==> src/rtl/fetch_unit_pkg.sv <==
// Shared definitions for the instruction-fetch front end: word size,
// sequential PC step, FSM state encoding and a saturating increment helper.
package fetch_unit_pkg;

    localparam int WORD        = 32;
    localparam int INSTR_BYTES = 4;

    typedef enum logic [1:0] {
        FETCH_IDLE = 2'd0,
        FETCH_REQ  = 2'd1,
        FETCH_WAIT = 2'd2,
        FETCH_OUT  = 2'd3
    } fetch_state_e;

    // Increment that sticks at all-ones instead of wrapping.
    function automatic logic [31:0] sat_inc32(input logic [31:0] v);
        return (v == 32'hFFFF_FFFF) ? v : v + 32'd1;
    endfunction

endpackage

==> src/rtl/fetch_unit_pc_next_gen.sv <==
// Next-PC selection for the fetch unit: a redirect wins (target word-aligned),
// otherwise advance by one instruction when decode consumes, otherwise hold.
module pc_next_gen
    import fetch_unit_pkg::*;
#(
    parameter int WIDTH       = WORD,
    parameter int INSTR_BYTES = fetch_unit_pkg::INSTR_BYTES
) (
    input  logic [WIDTH-1:0] pc,
    input  logic             redirect,
    input  logic [WIDTH-1:0] redirect_pc,
    input  logic             advance,
    output logic [WIDTH-1:0] pc_next
);

    localparam logic [WIDTH-1:0] STEP       = WIDTH'(INSTR_BYTES);
    localparam logic [WIDTH-1:0] ALIGN_MASK = WIDTH'(3);

    // Priority mux; the increment wraps modulo 2^WIDTH.
    always_comb begin
        pc_next = pc;
        if (redirect) begin
            pc_next = redirect_pc & ~ALIGN_MASK;
        end else if (advance) begin
            pc_next = pc + STEP;
        end
    end

endmodule

==> src/rtl/fetch_unit.sv <==
// Instruction-fetch front end: owns the PC, keeps one request outstanding to
// instruction memory and hands each instruction (with PC and PC+4) to decode.
// Redirects flush held state; a response already in flight is dropped.
// Optional build macro FETCH_STALL_CNT_EN adds a saturating stall_cnt output.
module fetch_unit
    import fetch_unit_pkg::*;
#(
    parameter int               WIDTH       = WORD,
    parameter logic [WIDTH-1:0] RESET_PC    = '0,
    parameter int               INSTR_BYTES = fetch_unit_pkg::INSTR_BYTES
) (
    input  logic             clk,
    input  logic             reset,
    output logic             imem_req,
    output logic [WIDTH-1:0] imem_addr,
    input  logic             imem_gnt,
    input  logic             imem_rvalid,
    input  logic [WIDTH-1:0] imem_rdata,
    input  logic             redirect,
    input  logic [WIDTH-1:0] redirect_pc,
    output logic             if_valid,
    input  logic             id_ready,
    output logic [WIDTH-1:0] if_instr,
    output logic [WIDTH-1:0] if_pc,
    output logic [WIDTH-1:0] if_pc_plus4
`ifdef FETCH_STALL_CNT_EN
    ,
    output logic [31:0]      stall_cnt
`endif
);

    localparam logic [WIDTH-1:0] STEP = WIDTH'(INSTR_BYTES);

    fetch_state_e     r_state;
    fetch_state_e     w_state_next;
    logic [WIDTH-1:0] r_pc;
    logic [WIDTH-1:0] w_pc_next;
    logic             r_drop;
    logic             w_drop_next;
    logic             w_advance;
    logic             w_capture;
    logic [WIDTH-1:0] r_instr;
    logic [WIDTH-1:0] r_if_pc;
    logic [WIDTH-1:0] r_if_pc_plus4;

    assign w_advance = (r_state == FETCH_OUT) && id_ready;

    pc_next_gen #(
        .WIDTH       (WIDTH),
        .INSTR_BYTES (INSTR_BYTES)
    ) u_pc_next_gen (
        .pc          (r_pc),
        .redirect    (redirect),
        .redirect_pc (redirect_pc),
        .advance     (w_advance),
        .pc_next     (w_pc_next)
    );

    // FSM state, PC and drop flag registers.
    always_ff @(posedge clk or negedge reset) begin
        if (!reset) begin
            r_state <= FETCH_IDLE;
            r_pc    <= RESET_PC;
            r_drop  <= 1'b0;
        end else begin
            r_state <= w_state_next;
            r_pc    <= w_pc_next;
            r_drop  <= w_drop_next;
        end
    end

    // Next-state and drop-flag logic; a redirect always lands in REQ unless a
    // request to the old address is (or becomes) outstanding.
    always_comb begin
        w_state_next = r_state;
        w_drop_next  = r_drop;
        w_capture    = 1'b0;
        case (r_state)
            FETCH_IDLE: begin
                w_state_next = FETCH_REQ;
            end
            FETCH_REQ: begin
                if (imem_gnt) begin
                    w_state_next = FETCH_WAIT;
                    w_drop_next  = redirect;
                end
            end
            FETCH_WAIT: begin
                if (imem_rvalid) begin
                    w_drop_next  = 1'b0;
                    w_state_next = FETCH_REQ;
                    if (!r_drop && !redirect) begin
                        w_state_next = FETCH_OUT;
                        w_capture    = 1'b1;
                    end
                end else if (redirect) begin
                    w_drop_next = 1'b1;
                end
            end
            FETCH_OUT: begin
                if (redirect || id_ready) begin
                    w_state_next = FETCH_REQ;
                end
            end
            default: begin
                w_state_next = FETCH_IDLE;
                w_drop_next  = 1'b0;
            end
        endcase
    end

    // Output holding registers, loaded only when a live response arrives.
    always_ff @(posedge clk or negedge reset) begin
        if (!reset) begin
            r_instr       <= '0;
            r_if_pc       <= '0;
            r_if_pc_plus4 <= '0;
        end else if (w_capture) begin
            r_instr       <= imem_rdata;
            r_if_pc       <= r_pc;
            r_if_pc_plus4 <= r_pc + STEP;
        end
    end

    assign imem_req    = (r_state == FETCH_REQ);
    assign imem_addr   = r_pc;
    assign if_valid    = (r_state == FETCH_OUT);
    assign if_instr    = r_instr;
    assign if_pc       = r_if_pc;
    assign if_pc_plus4 = r_if_pc_plus4;

`ifdef FETCH_STALL_CNT_EN
    logic [31:0] r_stall_cnt;
    logic        w_stall;

    assign w_stall = ((r_state == FETCH_REQ) && !imem_gnt) ||
                     (r_state == FETCH_WAIT) ||
                     ((r_state == FETCH_OUT) && !id_ready);

    // Saturating count of cycles spent waiting on memory or on decode.
    always_ff @(posedge clk or negedge reset) begin
        if (!reset) begin
            r_stall_cnt <= '0;
        end else if (w_stall) begin
            r_stall_cnt <= sat_inc32(r_stall_cnt);
        end
    end

    assign stall_cnt = r_stall_cnt;
`endif

endmodule

==> config.mk <==
export PLATFORM = sky130hd
export DESIGN_NAME = fetch_unit
export DESIGN_NICKNAME = d
export VERILOG_FILES = /design/src/rtl/fetch_unit_pkg.sv /design/src/rtl/fetch_unit_pc_next_gen.sv /design/src/rtl/fetch_unit.sv
export SDC_FILE = /design/constraint.sdc
export NUM_CORES = 1
export LEC_CHECK = 0
export BUFFER_PORTS_ARGS = -buffer_cell sky130_fd_sc_hd__buf_2
export CORE_MARGIN = 5
export CORE_UTILIZATION = 55
export CTS_BUF_LIST = sky130_fd_sc_hd__clkbuf_4 sky130_fd_sc_hd__clkbuf_8 sky130_fd_sc_hd__clkbuf_16
export CTS_CLUSTER_DIAMETER = 200
export CTS_CLUSTER_SIZE = 16
export DETAILED_ROUTE_END_ITERATION = 7
export PLACE_DENSITY = 0.85
export SLEW_MARGIN = 20
export SYNTH_ARGS = -nofsm -noshare
export SYNTH_HDL_FRONTEND = slang
export SYNTH_SLANG_ARGS = --single-unit
==> constraint.sdc <==
create_clock -name clk -period 3.3 [get_ports clk]
set_input_delay 0.495 -clock clk [delete_from_list [all_inputs] [get_ports clk]]
set_output_delay 0.495 -clock clk [all_outputs]
set_load 0.05 [all_outputs]
==> impl_metrics.yaml, run 1 <==
drt:
  via_per_inst: 5.68
  ant_nets: 0
  wl_mm: 16.5
  vias: 5585
  drc_errors: 0
  drtPass1Iterations: 5
  drt_iter0_drc: 529
  wl_per_cell_um: 16.7
clock_network:
  ctsLongestPathBuffers: 2
  h-tree-depth: 4
  cts_sinks: 125
  clk_pin_slew_ns: 0.06
  cts_root_buffer: "clkbuf_8"
  worstSkewPairLatency_ns: 0.51
  cts_tree: "built"
  cts_buffers: 17
  cts_resized: 0
  ctsHoldBuffers: 0
  post_cts_buffers: 0
die:
  row_count: 37
  core_mm2: 0.0104
  die_x_um: 114
  initial_core_util: 0.567
  die_height_um: 114
  die-area_mm2: 0.0129
  io_pins: 200
logic_synthesis:
  synth.area.top_cells: "dfrtp_1, nand2_1, or4_1, a31oi_1, o21ai_0"
  syn_area_mm2: 0.00591
  syn_inst: 670
  synthDistinctLibCells: 44
  seq_area_frac_synth: 0.530
  synth_top_cell_area_share: 0.530
  ys_warn_count: 0
  synth-seq-cells: 125
  yosys.area.top_type: "dfrtp_1"
  syn_area_per_cell_um2: 8.82
timing:
  period_needed_ns: 2.66
  tightest_slew_ns: 0.854
  hold_viol: 1
  rsz0062_at_grt: "no"
  setup_tns_ns: 0
  skew_ns: 0.00853
  finalSetupViolCount: 0
  fmax_mhz: 376
  hold-worst-slack_ns: -0.00200
  post-route-period-util: 0.805
  relSlewSlack: 0.429
  fin_ws_ns: 0.642
  finalMaxSlewViolations: 0
pwr:
  powerDensity_mw_per_mm2: 1030
  ir_worst_vdd_v: 0.000734
  leakage_nw: 3.76
global_route:
  grt_pass1_wl_mm: 26.6
  gr-total-overflow: 0
  grt_max_degree: 76
  antenna_found_initial: 0
  grt_pass1_vias: 5443
  grt_usage: 0.256
worst_setup_path:
  cp-end-kind: "register"
  crit_type: "register to register"
  crit_arrival_ns: 3.09
  critPathRequiredTime_ns: 3.73
  crit_fanout: 22
  r2r_start: "r_state[1]$_DFFE_PN0P_"
  startpoint_type: "register"
  cp-startpoint: "r_state[1]$_DFFE_PN0P_"
placement:
  pre_cts_ws_ns: 0.709
  portBuffers: 191
  dpl_cell_area_mm2: 0.00691
  place_congestion: 0.840
  dp_hpwl_mm: 11.3
finish:
  register_area_mm2: 0.00313
  nFillCells: 776
  layout-area-overhead-vs-synth_pct: 26.5
  drive_above_1_share: 0.287
  utilization: 0.717
  nets: 910
  multiInputGateArea_mm2: 0.00255
  stdcell_area_mm2: 0.00747
min_path:
  hp-class: "input pin to asynchronous set/reset pin"
status:
  violations: "hold timing"
  outcome: "finished with violations"
job:
  cap_violations: 0
[cell type report]
| cell class | count | share of cell area |
|---|---|---|
| Antenna cell | 1 | 0.000335 |
| Clock buffer | 22 | 0.0621 |
| Clock inverter | 8 | 0.0124 |
| Inverter | 7 | 0.00352 |
| Multi-Input combinational cell | 485 | 0.341 |
| Sequential cell | 125 | 0.419 |
| Tap cell | 136 | 0.0228 |
| Timing Repair Buffer | 200 | 0.139 |
[worst paths after layout]
path                                                    end  slack (ns)  cells after the start
worst max-delay path              imem_addr[31]$_DFFE_PN0P_        0.64                      6
worst min-delay path               if_instr[29]$_DFFE_PN0P_      -0.002                      1
worst max register to register    imem_addr[31]$_DFFE_PN0P_        0.64                      6
worst min register to register        if_pc[18]$_DFFE_PN0P_        0.47                      2
max in group asynchronous       if_pc_plus4[20]$_DFFE_PN0P_        2.47                      2
min in group clk                    if_instr[1]$_DFFE_PN0P_        0.17                      3
[cell usage in the layout, fill, tap and decap left out, types with 2 or more instances in the layout]
cell type  instances
a31oi_1           28
nand3_1           17
clkbuf_4           3
nand2_1          225
o311ai_0           2
nor2_1            34
and4_1             4
mux2i_1            3
nor4_1             7
xor2_1             7
o31ai_1           20
and2_1             2
nand4_1            8
bufinv_16          2
buf_4              9
conb_1             6
or4_1             25
xnor2_1           16
clkinv_2           5
nor3_1             6
a21oi_1            5
dfrtp_1          125
o211ai_1           2
ha_1               4
o21ai_0           35
and3_1             3
buf_2            190
inv_1              7
or2_2              3
or3_1              8
mux2_2             2
clkbuf_16         16
clkbuf_8           3
[cells by family (layout without fill, tap and decap cells)]
| family | after synthesis | after routing | synth area share |
|---|---|---|---|
| AO/OA/AOI/OAI | 96 | 96 | 0.100 |
| XOR/XNOR | 23 | 23 | 0.0341 |
| adder cells (fa/ha/maj) | 4 | 4 | 0.00847 |
| buffers and inverters | 65 | 237 | 0.0474 |
| flip-flops | 125 | 125 | 0.530 |
| multiplexers | 5 | 5 | 0.00890 |
| other | 1 | 7 | 0.000635 |
| AND/OR/NAND/NOR | 351 | 351 | 0.271 |
[per-layer routing]
layer / share of wire / GRT usage
met5: 0 / 0
met4: 0.017 / 0.0681
met3: 0.095 / 0.0790
met2: 0.50 / 0.437
met1: 0.38 / 0.317
[critical path, stage by stage (launching register included)]
cell,delay (ns)
dfrtp_1,0.38
ha_1,0.23
and2_1,0.15
buf_4,0.17
nand4_1,0.69
or4_1,0.75
a31oi_1,0.20
[power breakdown]
group,switching (mW),internal (mW)
clock,0.636,1.12
combinational,2.75,0.739
sequential,0.375,2.09
total,3.76,3.95
[synthesized netlist by cell type (all sizes together)]
library cell,count
xor2,7
clkbuf,43
nor3,6
a31oi,28
buf,15
ha,4
a311oi,1
or3,8
o311ai,2
nor2,34
or2,3
or3b,1
nand4,10
nand3,18
o31ai,20
a21o,1
nor4,7
conb,1
or4,25
and2,2
o211ai,2
nand2,226
and4,4
a21oi,5
o41ai,1
a211oi,1
nand2b,1
mux2i,3
inv,7
dfrtp,125
or4b,1
o21ai,35
nor4bb,1
xnor2,16
mux2,2
and3,3
nand4bb,1
[through the flow]
step	hold slack, ns	instances	total power, mW
3_3_place_gp	0.452	953	5.88
3_5_place_dp	0.458	953	5.99
5_1_grt	0.0515	983	8.09
4_1_cts	0.0167	983	7.76
6_report	-0.00200	984	7.71
2_1_floorplan	0.199	675	5.06
[sequential cells by signal, summed over array words and instances (netlist names)]
name	cells
r_state	2
r_drop	1
if_pc_plus4	30
if_instr	32
imem_addr	30
if_pc	30
Note: power is estimated with default switching activity, not from simulation.
==> inputs of run 2 (changes only) <==
- CORE_UTILIZATION: 55 -> 51
- PLACE_DENSITY: 0.85 -> 0.8
- clock period: 3.3 -> 2.5 ns (I/O delays scaled with it)
==> impl_metrics.yaml, run 2 (synthesis gave the netlist of run 1 again) <==
timing:
  fin_ws_ns: 0.176
  hold-worst-slack_ns: -0.0161
  fmax_mhz: 430
  finalSetupViolCount: 0
  tightest_slew_ns: 0.665
  setup_tns_ns: 0
  post-route-period-util: 0.930
  finalMaxSlewViolations: 0
  skew_ns: 0.0137
  hold_viol: 7
  relSlewSlack: 0.556
  rsz0062_at_grt: "no"
  period_needed_ns: 2.32
global_route:
  grt_pass1_wl_mm: 26.9
  antenna_found_initial: 2
  gr-total-overflow: 0
  grt_max_degree: 60
  grt_pass1_vias: 5426
  grt_usage: 0.234
min_path:
  hp-class: "input pin to asynchronous set/reset pin"
placement:
  pre_cts_ws_ns: 0.106
  dp_cells: 969
  dpl_cell_area_mm2: 0.00701
  dp_hpwl_mm: 11.5
  portBuffers: 191
  place_congestion: 0.858
job:
  cap_violations: 0
die:
  core_mm2: 0.0114
  io_pins: 200
  die_x_um: 118
  die-area_mm2: 0.0138
  initial_core_util: 0.520
  row_count: 39
  die_height_um: 118
pwr:
  powerDensity_mw_per_mm2: 1370
  ir_worst_vdd_v: 0.000852
  leakage_nw: 3.85
  power_mw: 10.5
drt:
  vias: 5551
  wl_mm: 16.2
  drc_errors: 0
  drt_iter0_drc: 438
  wl_per_cell_um: 16.2
  ant_nets: 0
  drtPass1Iterations: 5
  via_per_inst: 5.55
worst_setup_path:
  cp_common_cell: "or4_1"
  startpoint_type: "register"
  r2r_start: "imem_addr[18]$_DFFE_PN0P_"
  crit_arrival_ns: 2.64
  r2r.worst_path.cells: 4
  cp-end-kind: "register"
  rrSetupSlack_ns: 0.18
  critical_path_buf_inv_count: 0
  critPathRequiredTime_ns: 2.82
  slowest_stage: "or4_1"
  crit_type: "register to register"
  slowest_delay_ns: 0.80
  path_cells: "nand4_2 > or4_1 > or4_1 > a31oi_1"
  crit_fanout: 16
  r2r_end: "imem_addr[31]$_DFFE_PN0P_"
  cpLargestDelayFamily: "simple AND/OR/NAND/NOR gates"
clock_network:
  worstSkewPairLatency_ns: 0.41
  post_cts_buffers: 0
  cts_sinks: 125
  ctsHoldBuffers: 0
  cts_tree: "built"
  h-tree-depth: 4
  cts_buffers: 17
  clk_pin_slew_ns: 0.05
  cts_root_buffer: "clkbuf_16"
  ctsLongestPathBuffers: 2
finish:
  utilization: 0.675
  multiInputGateArea_mm2: 0.00255
  layout_common_cells: "nand2_1, buf_2, dfrtp_1"
  stdcell_count: 1001
  nFillCells: 919
  drive_above_1_share: 0.298
  layout_commonest_cell: "nand2_1"
  layout-area-overhead-vs-synth_pct: 29.9
  largest_reg_flops: 32
  stdcell_area_mm2: 0.00767
  nets: 919
  n_antenna_cell: 0
  register_area_mm2: 0.00313
status:
  outcome: "finished with violations"
  violations: "hold timing"
run 2: cell types whose count changed in the layout (fill, tap and decap cells not counted), moves of 2 or more:
cell,delta
buf_12,+2
clkinv_2,-4
buf_4,+7
bufinv_16,+2
clkinv_4,+2
run 2: area by class of cell:
| type | count | area share |
|---|---|---|
| clock inverter | 9 | 0.0206 |
| clock buffer | 23 | 0.0646 |
| timing repair buffer | 209 | 0.147 |
| multi-input combinational | 485 | 0.333 |
| sequential | 125 | 0.408 |
| inverter | 7 | 0.00343 |
| tap | 143 | 0.0233 |
run 2: report_power, final:
part           switching, mW  leakage, nW  internal, mW
registers              0.480         1.56          2.76
logic                   3.63         1.97         0.998
clock network          0.866        0.316          1.80
total                   4.97         3.85          5.56
run 2: timing repair:
| action | 4_1_cts | 5_1_grt |
|---|---|---|
| endpoints found under the setup margin | 0 | 6 |
| resized for setup | 0 | 1 |
| hold endpoints to repair | 0 | 0 |
run 2: worst reg2reg max path, stage by stage (launching register included):
cell and delay (ns):
dfrtp_1 0.46, nand4_2 0.23, or4_1 0.80, or4_1 0.57
a31oi_1 0.17
run 2: worst max-delay path by stage:
stage | start | to | slack (ns) | cells past startpoint
after CTS | imem_addr[3]$_DFFE_PN0P_ | imem_addr[28]$_DFFE_PN0P_ | 0.07 | 5
after detailed placement | imem_addr[3]$_DFFE_PN0P_ | imem_addr[28]$_DFFE_PN0P_ | 0.11 | 5
after global routing | imem_addr[19]$_DFFE_PN0P_ | imem_addr[31]$_DFFE_PN0P_ | 0.006 | 4
after floorplan | imem_addr[3]$_DFFE_PN0P_ | if_pc_plus4[24]$_DFFE_PN0P_ | 0.02 | 7
final | imem_addr[18]$_DFFE_PN0P_ | imem_addr[31]$_DFFE_PN0P_ | 0.18 | 4
after global placement | imem_addr[2]$_DFFE_PN0P_ | if_pc_plus4[26]$_DFFE_PN0P_ | 0.20 | 5
run 2: metal layers:
metal	part of all wire	global-route usage	vias to the layer above
li1	-	-	2620
met1	0.40	0.289	2652
met2	0.49	0.385	235
met3	0.085	0.0774	40
met4	0.026	0.0839	4
met5	0.0011	0	-
==> inputs of run 3 (changes only) <==
- CAP_MARGIN: unset -> 20
- CELL_PAD_IN_SITES_DETAIL_PLACEMENT: unset -> 1
- CELL_PAD_IN_SITES_GLOBAL_PLACEMENT: unset -> 1
- CORE_UTILIZATION: 51 -> 37
- PLACE_DENSITY: 0.8 -> 0.79
- SLEW_MARGIN: 20 -> 10
==> impl_metrics.yaml, run 3 (synthesis gave the netlist of run 1 again) <==
drt:
  dr_wl_met3_mm: 1.39
  drt_iter0_drc: 234
  drtPass1Iterations: 4
  vias: 5548
  drc_errors: 0
  wl_met2_mm: 9.03
  via_per_inst: 5.11
  wl_per_cell_um: 17.2
  wl_mm: 18.7
  top_layer_used: "met5"
  ant_nets: 0
  met1Wirelength_mm: 8.11
finish:
  layout_common_cells: "nand2_1, buf_2, dfrtp_1"
  layout_commonest_cell: "nand2_1"
  stdcell_area_mm2: 0.00784
  n_antenna_cell: 0
  largest_reg_flops: 32
  nets: 933
  nFillCells: 1950
  layout-area-overhead-vs-synth_pct: 32.6
  drive_above_1_share: 0.306
global_route:
  antenna_found_initial: 1
  grt_usage: 0.205
  grt_max_degree: 60
  gr-total-overflow: 0
  grt_pass1_wl_mm: 30.1
  grt_pass1_vias: 5839
pwr:
  ir_worst_vdd_v: 0.000650
  leakage_nw: 3.91
  p_int_mw: 5.56
  power_mw: 10.6
  swShare: 0.474
  switchingPower_mw: 5.02
  power_frac_comb: 0.447
  p_clk_frac: 0.250
  powerDensity_mw_per_mm2: 1350
  power_frac_seq: 0.303
die:
  row_count: 46
  core_mm2: 0.0158
  die-area_mm2: 0.0186
  initial_core_util: 0.375
  die_x_um: 136
  io_pins: 200
  die_height_um: 136
timing:
  setup_tns_ns: 0
  hold_viol: 0
  skew_ns: 0.00620
  finalMaxSlewViolations: 0
  finalSetupViolCount: 0
  rsz0062_at_grt: "no"
  period_needed_ns: 2.33
  fmax_mhz: 429
  post-route-period-util: 0.931
  tightest_slew_ns: 0.620
  relSlewSlack: 0.586
clock_network:
  clk_pin_slew_ns: 0.06
  cts_tree: "built"
  ctsLongestPathBuffers: 2
  cts_root_buffer: "clkbuf_16"
  cts_buffers: 17
  cts_sinks: 125
  worstSkewPairLatency_ns: 0.42
  cts_resized: 0
  h-tree-depth: 4
  post_cts_buffers: 0
placement:
  dp_hpwl_mm: 13.4
  place_congestion: 0.794
  portBuffers: 191
  dpl_cell_area_mm2: 0.00719
worst_setup_path:
  crit_fanout: 16
  crit_arrival_ns: 2.66
  cp-end-kind: "register"
  startpoint_type: "register"
  critPathRequiredTime_ns: 2.84
  crit_type: "register to register"
job:
  cap_violations: 0
min_path:
  hp-class: "input pin to register"
status:
  outcome: "completed"
==> run 3: cell count changes in the layout (fill, tap and decap cells not counted), sizes merged <==
cell	delta
clkinvlp	-2
buf	+13
dlygate4sd3	+1
==> run 3: through the flow <==
step                      utilization  hold WS (ns)  setup slack, ns  std cells
after floorplan                     -        0.0794           0.0157        675
after global placement          0.456         0.408            0.247       1055
after detailed placement        0.456         0.409            0.220       1055
after CTS                       0.497         0.137            0.166       1086
after global routing            0.497         0.137           0.0498       1086
final                           0.497         0.149            0.171       1086
==> run 3: timing repair <==
item,CTS,global route
endpoints found under the setup margin,0,0
endpoints found under the hold margin,56,0
hold buffers,1,0
==> run 3: power groups by stage <==
| stage | Clock (mW) | Sequential, mW | Combinational, mW |
|---|---|---|---|
| 2_1_floorplan | 0 | 5.71 | 0.978 |
| 3_3_place_gp | 0 | 3.20 | 4.69 |
| 3_5_place_dp | 0 | 3.23 | 4.78 |
| 4_1_cts | 2.69 | 3.21 | 4.79 |
| 5_1_grt | 2.79 | 3.31 | 5.01 |
| 6_report | 2.64 | 3.21 | 4.73 |
==> run 3: worst paths after layout <==
check / startpoint / end / slack, ns / cells past startpoint
min in group asynchronous: reset / if_pc_plus4[24]$_DFFE_PN0P_ / 0.51 / 2
hold reg to reg: if_instr[10]$_DFFE_PN0P_ / if_instr[10]$_DFFE_PN0P_ / 0.46 / 2
setup / recovery: imem_addr[20]$_DFFE_PN0P_ / imem_addr[31]$_DFFE_PN0P_ / 0.17 / 4
max in group asynchronous: reset / if_instr[12]$_DFFE_PN0P_ / 1.34 / 3
setup reg to reg: imem_addr[20]$_DFFE_PN0P_ / imem_addr[31]$_DFFE_PN0P_ / 0.17 / 4
hold / removal: imem_rdata[15] / if_instr[15]$_DFFE_PN0P_ / 0.15 / 3
==> run 3: per-layer routing <==
layer / vias to the layer above / track usage
met5: - / 0
met4: 2 / 0.0538
met3: 23 / 0.0696
met2: 156 / 0.342
met1: 2722 / 0.256
li1: 2645 / -
==> run 3: final cells by class <==
class / instances / area, um^2 / share of cell area
inverter: 7 / 26.3 / 0.00335
tap: 216 / 270 / 0.0345
sequential: 125 / 3130 / 0.399
clock buffer: 23 / 495 / 0.0632
timing repair buffer: 223 / 1230 / 0.157
clock inverter: 7 / 135 / 0.0172
multi-input combinational: 485 / 2550 / 0.325
==> run 3: worst max-delay path: stages, from the launching register on <==
cell	delay, ns
dfrtp_1	0.45
nand4_2	0.22
or4_1	0.82
or4_1	0.59
a31oi_1	0.17
